==> src/rtl/neuron_mac.sv <==
// Sequential MAC neuron: z = bias + sum(act*wt), rounded and saturated to Q.5.
// Feeds the sigmoid lookup stage through a valid/ready output.
module neuron_mac #(
    parameter int N_INPUTS = 784,
    parameter int ACC_W    = 32
) (
    input  logic        clk,
    input  logic        rst,
    input  logic        start,
    input  logic [15:0] bias,
    input  logic        in_valid,
    output logic        in_ready,
    input  logic [7:0]  in_act,
    input  logic [7:0]  in_wt,
    output logic        out_valid,
    input  logic        out_ready,
    output logic [15:0] out_z,
    output logic        busy
);

    localparam int CW = (N_INPUTS > 1) ? $clog2(N_INPUTS) : 1;
    localparam logic [CW-1:0] LAST = CW'(N_INPUTS - 1);

    localparam logic signed [ACC_W-1:0] ZMAX =
        {{(ACC_W-15){1'b0}}, {15{1'b1}}};
    localparam logic signed [ACC_W-1:0] ZMIN =
        {{(ACC_W-15){1'b1}}, 15'b0};
    localparam logic signed [ACC_W-1:0] HALF = ACC_W'(16);

    typedef enum logic [1:0] {
        IDLE,
        ACCUM,
        ROUND,
        OUT
    } state_t;

    state_t state;
    state_t state_nx;

    logic signed [ACC_W-1:0] acc;
    logic [CW-1:0]           cnt;

    logic signed [16:0]      prod;
    logic signed [ACC_W-1:0] prod_x;
    logic signed [ACC_W-1:0] bias_x;
    logic signed [ACC_W-1:0] rsum;
    logic signed [ACC_W-1:0] rsh;
    logic [15:0]             zsat;
    logic                    beat;

    // Activation is unsigned: prepend a zero so the signed multiply is exact.
    assign prod   = $signed({1'b0, in_act}) * $signed(in_wt);
    assign prod_x = {{(ACC_W-17){prod[16]}}, prod};
    assign bias_x = {{(ACC_W-21){bias[15]}}, bias, 5'b0};

    assign rsum = acc + HALF;
    assign rsh  = rsum >>> 5;

    always_comb begin
        zsat = rsh[15:0];
        if (rsh > ZMAX) begin
            zsat = 16'h7fff;
        end else if (rsh < ZMIN) begin
            zsat = 16'h8000;
        end
    end

    assign beat = in_valid && (state == ACCUM);

    always_comb begin
        state_nx = state;
        in_ready = 1'b0;
        busy     = (state != IDLE);
        unique case (state)
            IDLE: begin
                if (start) begin
                    state_nx = ACCUM;
                end
            end
            ACCUM: begin
                in_ready = 1'b1;
                if (in_valid && (cnt == LAST)) begin
                    state_nx = ROUND;
                end
            end
            ROUND: begin
                state_nx = OUT;
            end
            OUT: begin
                if (out_ready) begin
                    state_nx = IDLE;
                end
            end
            default: begin
                state_nx = IDLE;
            end
        endcase
    end

    always_ff @(posedge clk) begin
        if (rst) begin
            state <= IDLE;
        end else begin
            state <= state_nx;
        end
    end

    always_ff @(posedge clk) begin
        if (rst) begin
            acc       <= '0;
            cnt       <= '0;
            out_z     <= '0;
            out_valid <= 1'b0;
        end else begin
            if ((state == IDLE) && start) begin
                acc <= bias_x;
                cnt <= '0;
            end else if (beat) begin
                acc <= acc + prod_x;
                cnt <= cnt + 1'b1;
            end
            if (state == ROUND) begin
                out_z     <= zsat;
                out_valid <= 1'b1;
            end else if ((state == OUT) && out_ready) begin
                out_valid <= 1'b0;
            end
        end
    end

endmodule
==> config.mk <==
export PLATFORM = sky130hd
export DESIGN_NAME = neuron_mac
export DESIGN_NICKNAME = d
export VERILOG_FILES = /design/src/rtl/neuron_mac.sv
export SDC_FILE = /design/constraint.sdc
export NUM_CORES = 1
export LEC_CHECK = 0
export CAP_MARGIN = 20
export CORE_UTILIZATION = 40
export CTS_CLUSTER_SIZE = 28
export DETAILED_ROUTE_END_ITERATION = 8
export REMOVE_ABC_BUFFERS = 1
export SETUP_SLACK_MARGIN = 0.1
export SYNTH_ARGS = -nofsm -noshare
export SYNTH_HDL_FRONTEND = slang
export SYNTH_SLANG_ARGS = --single-unit
==> constraint.sdc <==
create_clock -name clk -period 7 [get_ports clk]
set_input_delay 1.4 -clock clk [delete_from_list [all_inputs] [get_ports clk]]
set_output_delay 1.4 -clock clk [all_outputs]
set_load 0.005 [all_outputs]
Yosys cells after proc, flatten, opt, wreduce, memory -nomap -nowiden. Cells that the tools add are included.

Register bits after elaboration: 61. Input bits: 37.

$add $sub $neg: 3. $mul: 1. $lt $le $gt $ge: 2. Equality and inequality tests: 7. Mux-type cells: 11. Reductions and logical operators: 10.

Operators with widths (count): 2-to-1 mux 32 bit (2); adder 32 x 17 -> 32 bit (1); adder 32 x 6 -> 32 bit (second input constant) (1); 2-to-1 mux 16 bit (2); greater-than comparator 27 x 16 -> 1 bit (second input constant) (1); less-than comparator 27 x 16 -> 1 bit (second input constant) (1); multiplier 9 x 8 -> 17 bit (1); adder 10 x 1 -> 10 bit (second input constant) (1); equality test 10 bit (second input constant) (1); case mux 2 bit (4 select lines) (1); 2-to-1 mux 2 bit (3); nonzero test 2 bit (3); equality test 2 bit (second input constant) (2); logical AND 1 bit (4); != test 2 bit (second input constant) (2); 2-to-1 mux 1 bit (3); AND reduction 3 bit (1); equality test 2 x 1 -> 1 bit (second input constant) (1); logical NOT 2 bit (1); != test 2 x 1 -> 1 bit (second input constant) (1); OR reduction 2 bit (1).

Longest topological paths before layout. Gate-level depths: netlist of run 1.

Depth in word-level cells: 4. Mapped depth: 18.

Worst setup path after synthesis of run 1. OpenSTA, ideal clock, no wires.

Path kind: input port to flip-flop. From: input in_act[0]. To: register acc[26]. Arrival time: 5936 ps. Path slack: 926 ps. Stages on the path: 16. Buffers on the path: 0. Cell sequence: nand2b_1 -> fa_1 -> fa_1 -> inv_1 -> fa_1 -> fa_1 -> fa_1 -> ha_1 -> a21oi_1 -> o211ai_1 -> o22ai_1 -> nor3_1 -> o41a_1 -> a21boi_0 -> xor2_1 -> o32ai_1.

Cells in the longest elaborated chain, start to end: 4.

RTL lines: start: declaration (RTL line 13) `input logic [7:0] in_act,`; multiplier 9 x 8 -> 17 bit (RTL line 52) `assign prod = $signed({1'b0, in_act}) * $signed(in_wt);`; adder 32 x 17 -> 32 bit (RTL line 119) `acc <= acc + prod_x;`; 2-to-1 mux 32 bit (RTL line 118) `end else if (beat) begin`; 2-to-1 mux 32 bit (RTL line 115) `if ((state == IDLE) && start) begin`; end signal: assignment (RTL line 116) `acc <= bias_x;`; end signal: assignment (RTL line 119); end: declaration (RTL line 40) `logic signed [ACC_W-1:0] acc;`.

Every way passes these cells. The select of a mux whose other input is x is not followed. A chain may end at the register's enable or synchronous reset.

Worst setup path after layout of run 1.
From: input in_act[0]. To: register acc[31].

The elaborated chain is that of the path after synthesis.

==> results of run 1 <==
## flip-flops by register name, summed over array words and instances, names as in the netlist
name,flops
acc,32
state,2
out_valid,1
cnt,10
out_z,16
## timing repair
item / CTS / global route
gates resized for setup: 0 / 2
endpoints found under the setup margin: 0 / 2
endpoints found under the hold margin: 0 / 0
## area by class of cell
cell class | instances | area, µm²
fillers | 1738 | 9097
inverters | 71 | 266.5
repair buffers | 77 | 710.7
flip-flops and latches | 61 | 1221
multi-input cells | 691 | 5542
clock inverters | 7 | 72.57
well taps | 225 | 281.5
clock buffers | 9 | 225.2
## final timing paths
check | to | slack, ps | cells after the start
setup / recovery | acc[31]$_SDFFE_PP0P_ | 430 | 17
hold reg to reg | acc[2]$_SDFFE_PP0P_ | 460 | 2
setup reg to reg | acc[31]$_SDFFE_PP0P_ | 1610 | 18
hold / removal | acc[2]$_SDFFE_PP0P_ | 460 | 2
## cells in the final DEF, fill, tap and decap left out, types with 3 or more instances in the layout
cell	synthesis	layout
sky130_fd_sc_hd__clkbuf_16	0	9
sky130_fd_sc_hd__o21bai_1	3	3
sky130_fd_sc_hd__a211oi_2	12	12
sky130_fd_sc_hd__and2_1	35	35
sky130_fd_sc_hd__dfxtp_1	61	61
sky130_fd_sc_hd__fa_1	51	51
sky130_fd_sc_hd__a31oi_1	7	7
sky130_fd_sc_hd__o31ai_1	3	3
sky130_fd_sc_hd__ha_1	115	115
sky130_fd_sc_hd__nand4_1	16	16
sky130_fd_sc_hd__o211ai_1	3	3
sky130_fd_sc_hd__nand2b_1	5	5
sky130_fd_sc_hd__a311oi_1	10	10
sky130_fd_sc_hd__nor4_1	4	4
sky130_fd_sc_hd__a211oi_1	12	12
sky130_fd_sc_hd__nand2_2	10	10
sky130_fd_sc_hd__mux2i_1	5	5
sky130_fd_sc_hd__buf_4	0	22
sky130_fd_sc_hd__clkdlybuf4s50_1	0	54
sky130_fd_sc_hd__nor2_1	83	83
sky130_fd_sc_hd__o21ai_0	29	29
sky130_fd_sc_hd__inv_1	71	71
sky130_fd_sc_hd__a21o_1	9	9
sky130_fd_sc_hd__a21oi_1	47	47
sky130_fd_sc_hd__nor3_1	14	14
sky130_fd_sc_hd__nand3_1	14	14
sky130_fd_sc_hd__xor2_1	17	17
sky130_fd_sc_hd__or3_1	10	10
sky130_fd_sc_hd__o21a_1	4	4
sky130_fd_sc_hd__xnor2_1	26	26
sky130_fd_sc_hd__nand2_1	101	101
## layer usage
metal	up-vias	wire, µm	track usage, %
met4	0	221	5.309
met3	19	743	3.244
met2	127	8111	33.30
met1	2863	8578	27.56
li1	3074	-	-
met5	-	0	0
## kinds of logic after synthesis
family / after synthesis / share of synthesized area (%)
compound gates: 163 / 15.70
xor+xnor: 43 / 5.245
fa+ha+maj: 166 / 34.26
buf+inv: 98 / 5.924
flops: 61 / 17.01
mux: 5 / 0.6970
simple gates: 314 / 21.17
## tightest hold or removal path: cells and delay by family (launching register included)
family	cells	cell delay [ps]
DFF	1	310
AOI/OAI and AO/OA	1	50
and+or+nand+nor	1	50
## metrics by stage
| step | power (mW) | setup WS (ps) |
|---|---|---|
| floorplan | 2.278 | 912.4 |
| global placement | 3.004 | 46.84 |
| detailed placement | 3.011 | 85.61 |
| CTS | 3.514 | 425.8 |
| global route | 3.861 | 115.5 |
| finish | 3.495 | 426.9 |
## power by group through the flow
stage	clock, mW	combinational (mW)	sequential, mW
after CTS	0.470	2.42	0.622
final	0.459	2.41	0.624
after detailed placement	0	2.38	0.630
after floorplan	0	1.70	0.575
after global routing	0.483	2.74	0.643
after global placement	0	2.38	0.628
==> impl_metrics.toml, run 1 <==
[status]
run_status = "finished, final reports clean"

[floorplan]
die_h_um = 136.0
floorplan.die.width_um = 136.0
initial_utilization_pct = 41.23
core_um2 = 17420
num_rows = 48
ioPinCount = 56
design.die.area_um2 = 18490

[synth]
synth-seq-area-share_pct = 17.01
syn-instance-count = 850
synthDominantAreaCellType = "sky130_fd_sc_hd__ha_1"
synth_most_common_cell = "sky130_fd_sc_hd__ha_1"
synth_area_um2 = 7181
ys_ff_latch = 61
synth_edf_count = 0
synth_async_sr_flop_share_pct = 0
ys_warn_count = 0
dominantRegCellSynth = "sky130_fd_sc_hd__dfxtp_1"
share_of_yosys_cell_area_claimed_by_the_top_area_cell_type_pct = 20.04
synth.distinct_cells = 66
synthesis.area_per_instance_um2 = 8.448
synth.area.top_cells = "sky130_fd_sc_hd__ha_1, sky130_fd_sc_hd__dfxtp_1, sky130_fd_sc_hd__fa_1, sky130_fd_sc_hd__nand2_1, sky130_fd_sc_hd__nor2_1"
synthTopCellsByCount = "sky130_fd_sc_hd__ha_1, sky130_fd_sc_hd__nand2_1, sky130_fd_sc_hd__nor2_1"

[worst_setup_path]
timing.critical_path.to_type = "flop"
crit_chain = "clkdlybuf4s50_1, nand2b_1, fa_1, fa_1, inv_1, fa_1, fa_1, fa_1, ha_1, o21ai_0, o21ai_0, a32oi_1, a21oi_1, or2_2, a311oi_1, mux2i_1, nor2_1"
timing.critical_path.from_type = "primary input"
timing.critical_path.slowest_cell_delay_ps = 570
crit_type = "in2reg"
cp_num_buf_inv = 2
cp.arrival_ps = 6810
crit_fanout = 4
timing.rr.start = "acc[6]$_SDFFE_PP0P_"
worst_ep_required_time_ps = 7230
timing.critical_path.from = "in_act[0]"
critical_path.most_common_cell = "sky130_fd_sc_hd__fa_1"
timing.critical_path.max_delay_family = "adder cells"
cpMaxStageDelayCell = "sky130_fd_sc_hd__fa_1"

[timing]
final-hold-violation-count = 0
period_share_pct = 93.90
fmax_mhz = 152.1
worstMarginPinSlew_ps = 857.4
worst_clock_skew_ps = 3.470
setup-tns-final_ps = 0
setup_viol = 0
period_needed_ps = 6573
slew_viol_final = 0
maxSlewHeadroom_pct = 41.36
grt_setup_unrepaired = "no"
hold-worst-slack_ps = 463.9

[placement]
detailed_place_hpwl_mm = 13.99
port_buffers = 55
dp.cells = 1125
detailed_place.area_um2 = 8014
gp_congestion = 0.8700

[detailed_routing]
routed_wirelength_mm = 17.65
detailedRoute.firstPassIterationCount = 5
drc_errors = 0
post_drt_via_cell_ratio = 5.331
wl_per_cell_um = 15.47
route.vias.total = 6083
ant_nets = 0
drt_iter0_drc = 286

[power_and_ir_drop]
peakVddDrop_v = 0.0002021
combPwrFrac_pct = 69.0
sequentialPowerShare_pct = 17.9
p_sw_share_pct = 47.94
total_internal_power_mw = 1.819
net-switching-power_mw = 1.675
power_per_cell_area_nw_per_um2 = 420.1
leak_pwr_nw = 3.714
pwr-share-clk_pct = 13.1

[cells_and_area]
antenna-diode-count = 0
final_layout_size_suffix_gt1_share_pct = 8.406
syn2layout_area_growth_pct = 15.86
num-nets-final = 1114
postLayoutCoreUtil_pct = 47.77
finish.cell_count_without_fillers = 1141
final_cell_area_um2 = 8319

[clock_tree]
clock_tree.buffer_depth = 2
htree_levels = 3
holdBufCountCts = 0
cts_tree = "built"
clock_insertion_delay_worst_skew_ps = 340
root_buffer = "sky130_fd_sc_hd__clkbuf_16"
cts_inserted_buffers = 9
post-cts-setup-buffers = 0
clock-sinks = 61
clk_transition_reported_paths_ps = 60

[min_path]
worstHoldStart = "acc[2]$_SDFFE_PP0P_"
hold_path_class = "reg2reg"

[global_route]
pin_count_of_the_biggest_net_entering_global_routing = 40
gr-total-overflow = 0
grt_usage_pct = 20.30
vias_in_the_first_global_route = 5883
antenna_found_initial = 0
first_pass_grt_wire_length_mm = 29.12

[flow_run]
maxCapViolCount = 0
Note: power is estimated with default switching activity, not from simulation.
==> run 2, diff against run 1 <==
Settings changed: CORE_ASPECT_RATIO from default to 1.5.
==> impl_metrics.toml, run 2 (synthesis gave the netlist of run 1 again) <==
[floorplan]
ioPinCount = 56
initial_utilization_pct = 41.22
num_rows = 59
core_um2 = 17420
floorplan.die.width_um = 111.4
die_h_um = 166.1
design.die.area_um2 = 18500

[clock_tree]
holdBufCountCts = 0
clk_transition_reported_paths_ps = 60
clock_tree.buffer_depth = 2
clock_insertion_delay_worst_skew_ps = 340
cts_tree = "built"
root_buffer = "sky130_fd_sc_hd__clkbuf_16"
htree_levels = 3
cts_inserted_buffers = 9
clock-sinks = 61

[cells_and_area]
antenna-diode-count = 0
num-nets-final = 1125
syn2layout_area_growth_pct = 17.08
final.fill_count = 1754
postLayoutCoreUtil_pct = 48.25
register_with_the_highest_flop_count = "acc"
reg_top3 = "acc x32, out_z x16, cnt x10"
commonest_non_fill_non_tap_cell_in_the_layout = "sky130_fd_sc_hd__ha_1"
final_layout_size_suffix_gt1_share_pct = 9.601
largest_register_ff_count = 32
layout_common_cells = "sky130_fd_sc_hd__ha_1, sky130_fd_sc_hd__nand2_1, sky130_fd_sc_hd__nor2_1"

[worst_setup_path]
crit_type = "in2reg"
timing.critical_path.to_type = "flop"
crit_fanout = 5
timing.critical_path.from_type = "primary input"
cp.arrival_ps = 6900
worst_ep_required_time_ps = 7220

[global_route]
pin_count_of_the_biggest_net_entering_global_routing = 33
first_pass_grt_wire_length_mm = 31.86
vias_in_the_first_global_route = 6350
gr-total-overflow = 0
antenna_found_initial = 0
grt_usage_pct = 21.72

[placement]
detailed_place_hpwl_mm = 15.36
dpl_worst_slack_ps = -122.2
gp_congestion = 0.8892
port_buffers = 55

[timing]
hold-worst-slack_ps = 453.6
period_share_pct = 95.35
grt_setup_unrepaired = "yes"
setup_viol = 0
worst_clock_skew_ps = 9.707
slew_viol_final = 0
final-hold-violation-count = 0
worstMarginPinSlew_ps = 844.8
worst_slack_ps = 325.2
maxSlewHeadroom_pct = 43.68
period_needed_ps = 6675
fmax_mhz = 149.8

[power_and_ir_drop]
peakVddDrop_v = 0.0002191
pwr-share-clk_pct = 13.3
leak_pwr_nw = 3.801
net-switching-power_mw = 1.698
sequentialPowerShare_pct = 17.7
power_per_cell_area_nw_per_um2 = 422.4
combPwrFrac_pct = 69.0
report.power.total_mw = 3.551
p_sw_share_pct = 47.82
total_internal_power_mw = 1.853

[status]
violations = "design-rule violations"
run_status = "finished with violations"

[detailed_routing]
route.vias.total = 6194
routed_wirelength_mm = 18.89
drt_iter0_drc = 300
wl_per_cell_um = 16.57
ant_nets = 0
drc_errors = 4
post_drt_via_cell_ratio = 5.433
detailedRoute.firstPassIterationCount = 6

[flow_run]
maxCapViolCount = 0

[min_path]
hold_path_class = "reg2reg"
-- run 2: changes by cell type in the layout (fill, tap and decap cells not counted), moves of 2 or more --
| cell | delta |
|---|---|
| sky130_fd_sc_hd__buf_4 | +10 |
| sky130_fd_sc_hd__clkdlybuf4s50_1 | -4 |
| sky130_fd_sc_hd__clkinv_2 | -2 |
| sky130_fd_sc_hd__dlymetal6s2s_1 | +4 |
| sky130_fd_sc_hd__o21ai_0 | -2 |
| sky130_fd_sc_hd__o21ai_1 | +2 |
-- run 2: worst max-delay path, stage by stage --
cell and delay (ps):
sky130_fd_sc_hd__clkdlybuf4s50_1 620, sky130_fd_sc_hd__nand2b_1 120, sky130_fd_sc_hd__fa_1 530, sky130_fd_sc_hd__fa_1 540
sky130_fd_sc_hd__inv_1 60, sky130_fd_sc_hd__fa_1 540, sky130_fd_sc_hd__fa_1 540, sky130_fd_sc_hd__fa_1 420
sky130_fd_sc_hd__ha_1 340, sky130_fd_sc_hd__buf_4 160, sky130_fd_sc_hd__o21ai_0 160, sky130_fd_sc_hd__nor4_1 70
sky130_fd_sc_hd__a32oi_1 220, sky130_fd_sc_hd__a21oi_1 160, sky130_fd_sc_hd__or2_2 360, sky130_fd_sc_hd__a311oi_1 360
sky130_fd_sc_hd__mux2i_1 230, sky130_fd_sc_hd__nor2_1 70
-- run 2: final cells by class --
type / count / area, µm² / share of cell area (%)
multi-input combinational: 691 / 5538 / 65.87
sequential: 61 / 1221 / 14.53
timing repair buffer: 88 / 807.0 / 9.600
inverter: 71 / 266.5 / 3.170
tap: 213 / 266.5 / 3.170
clock buffer: 9 / 225.2 / 2.679
clock inverter: 7 / 82.58 / 0.9823
-- run 2: layer usage --
metal	global-route usage [%]	up-vias	wire, µm
li1	-	3101	-
met1	24.75	2985	7524
met2	41.28	87	10360
met3	2.372	21	522
met4	7.579	0	480
met5	0	-	0
-- run 2: stage by stage --
stage               std cells  cell area [µm²]  setup TNS, ps
floorplan                 823             7022              0
global placement         1123             8074         -302.5
detailed placement       1123             8074         -231.9
CTS                      1139             8382              0
global route             1140             8407              0
finish                   1140             8407              0
-- run 2: repair_timing --
item,in CTS,in global routing
buffers inserted,0,1
endpoints found under the setup margin,0,6
gates resized for setup,0,10
-- run 2: final timing paths --
path / startpoint / endpoint / slack [ps] / cells past startpoint
min reg2reg: acc[3]$_SDFFE_PP0P_ / acc[3]$_SDFFE_PP0P_ / 450 / 2
max: in_wt[7] / acc[31]$_SDFFE_PP0P_ / 330 / 18
min: acc[3]$_SDFFE_PP0P_ / acc[3]$_SDFFE_PP0P_ / 450 / 2
max reg2reg: acc[6]$_SDFFE_PP0P_ / acc[31]$_SDFFE_PP0P_ / 1560 / 18
-- run 2: power groups by stage --
| stage | combinational (mW) | clock (mW) | sequential [mW] |
|---|---|---|---|
| floorplan | 1.70 | 0 | 0.575 |
| global placement | 2.45 | 0 | 0.637 |
| detailed placement | 2.46 | 0 | 0.638 |
| CTS | 2.48 | 0.480 | 0.632 |
| global route | 2.80 | 0.498 | 0.651 |
| finish | 2.45 | 0.472 | 0.630 |
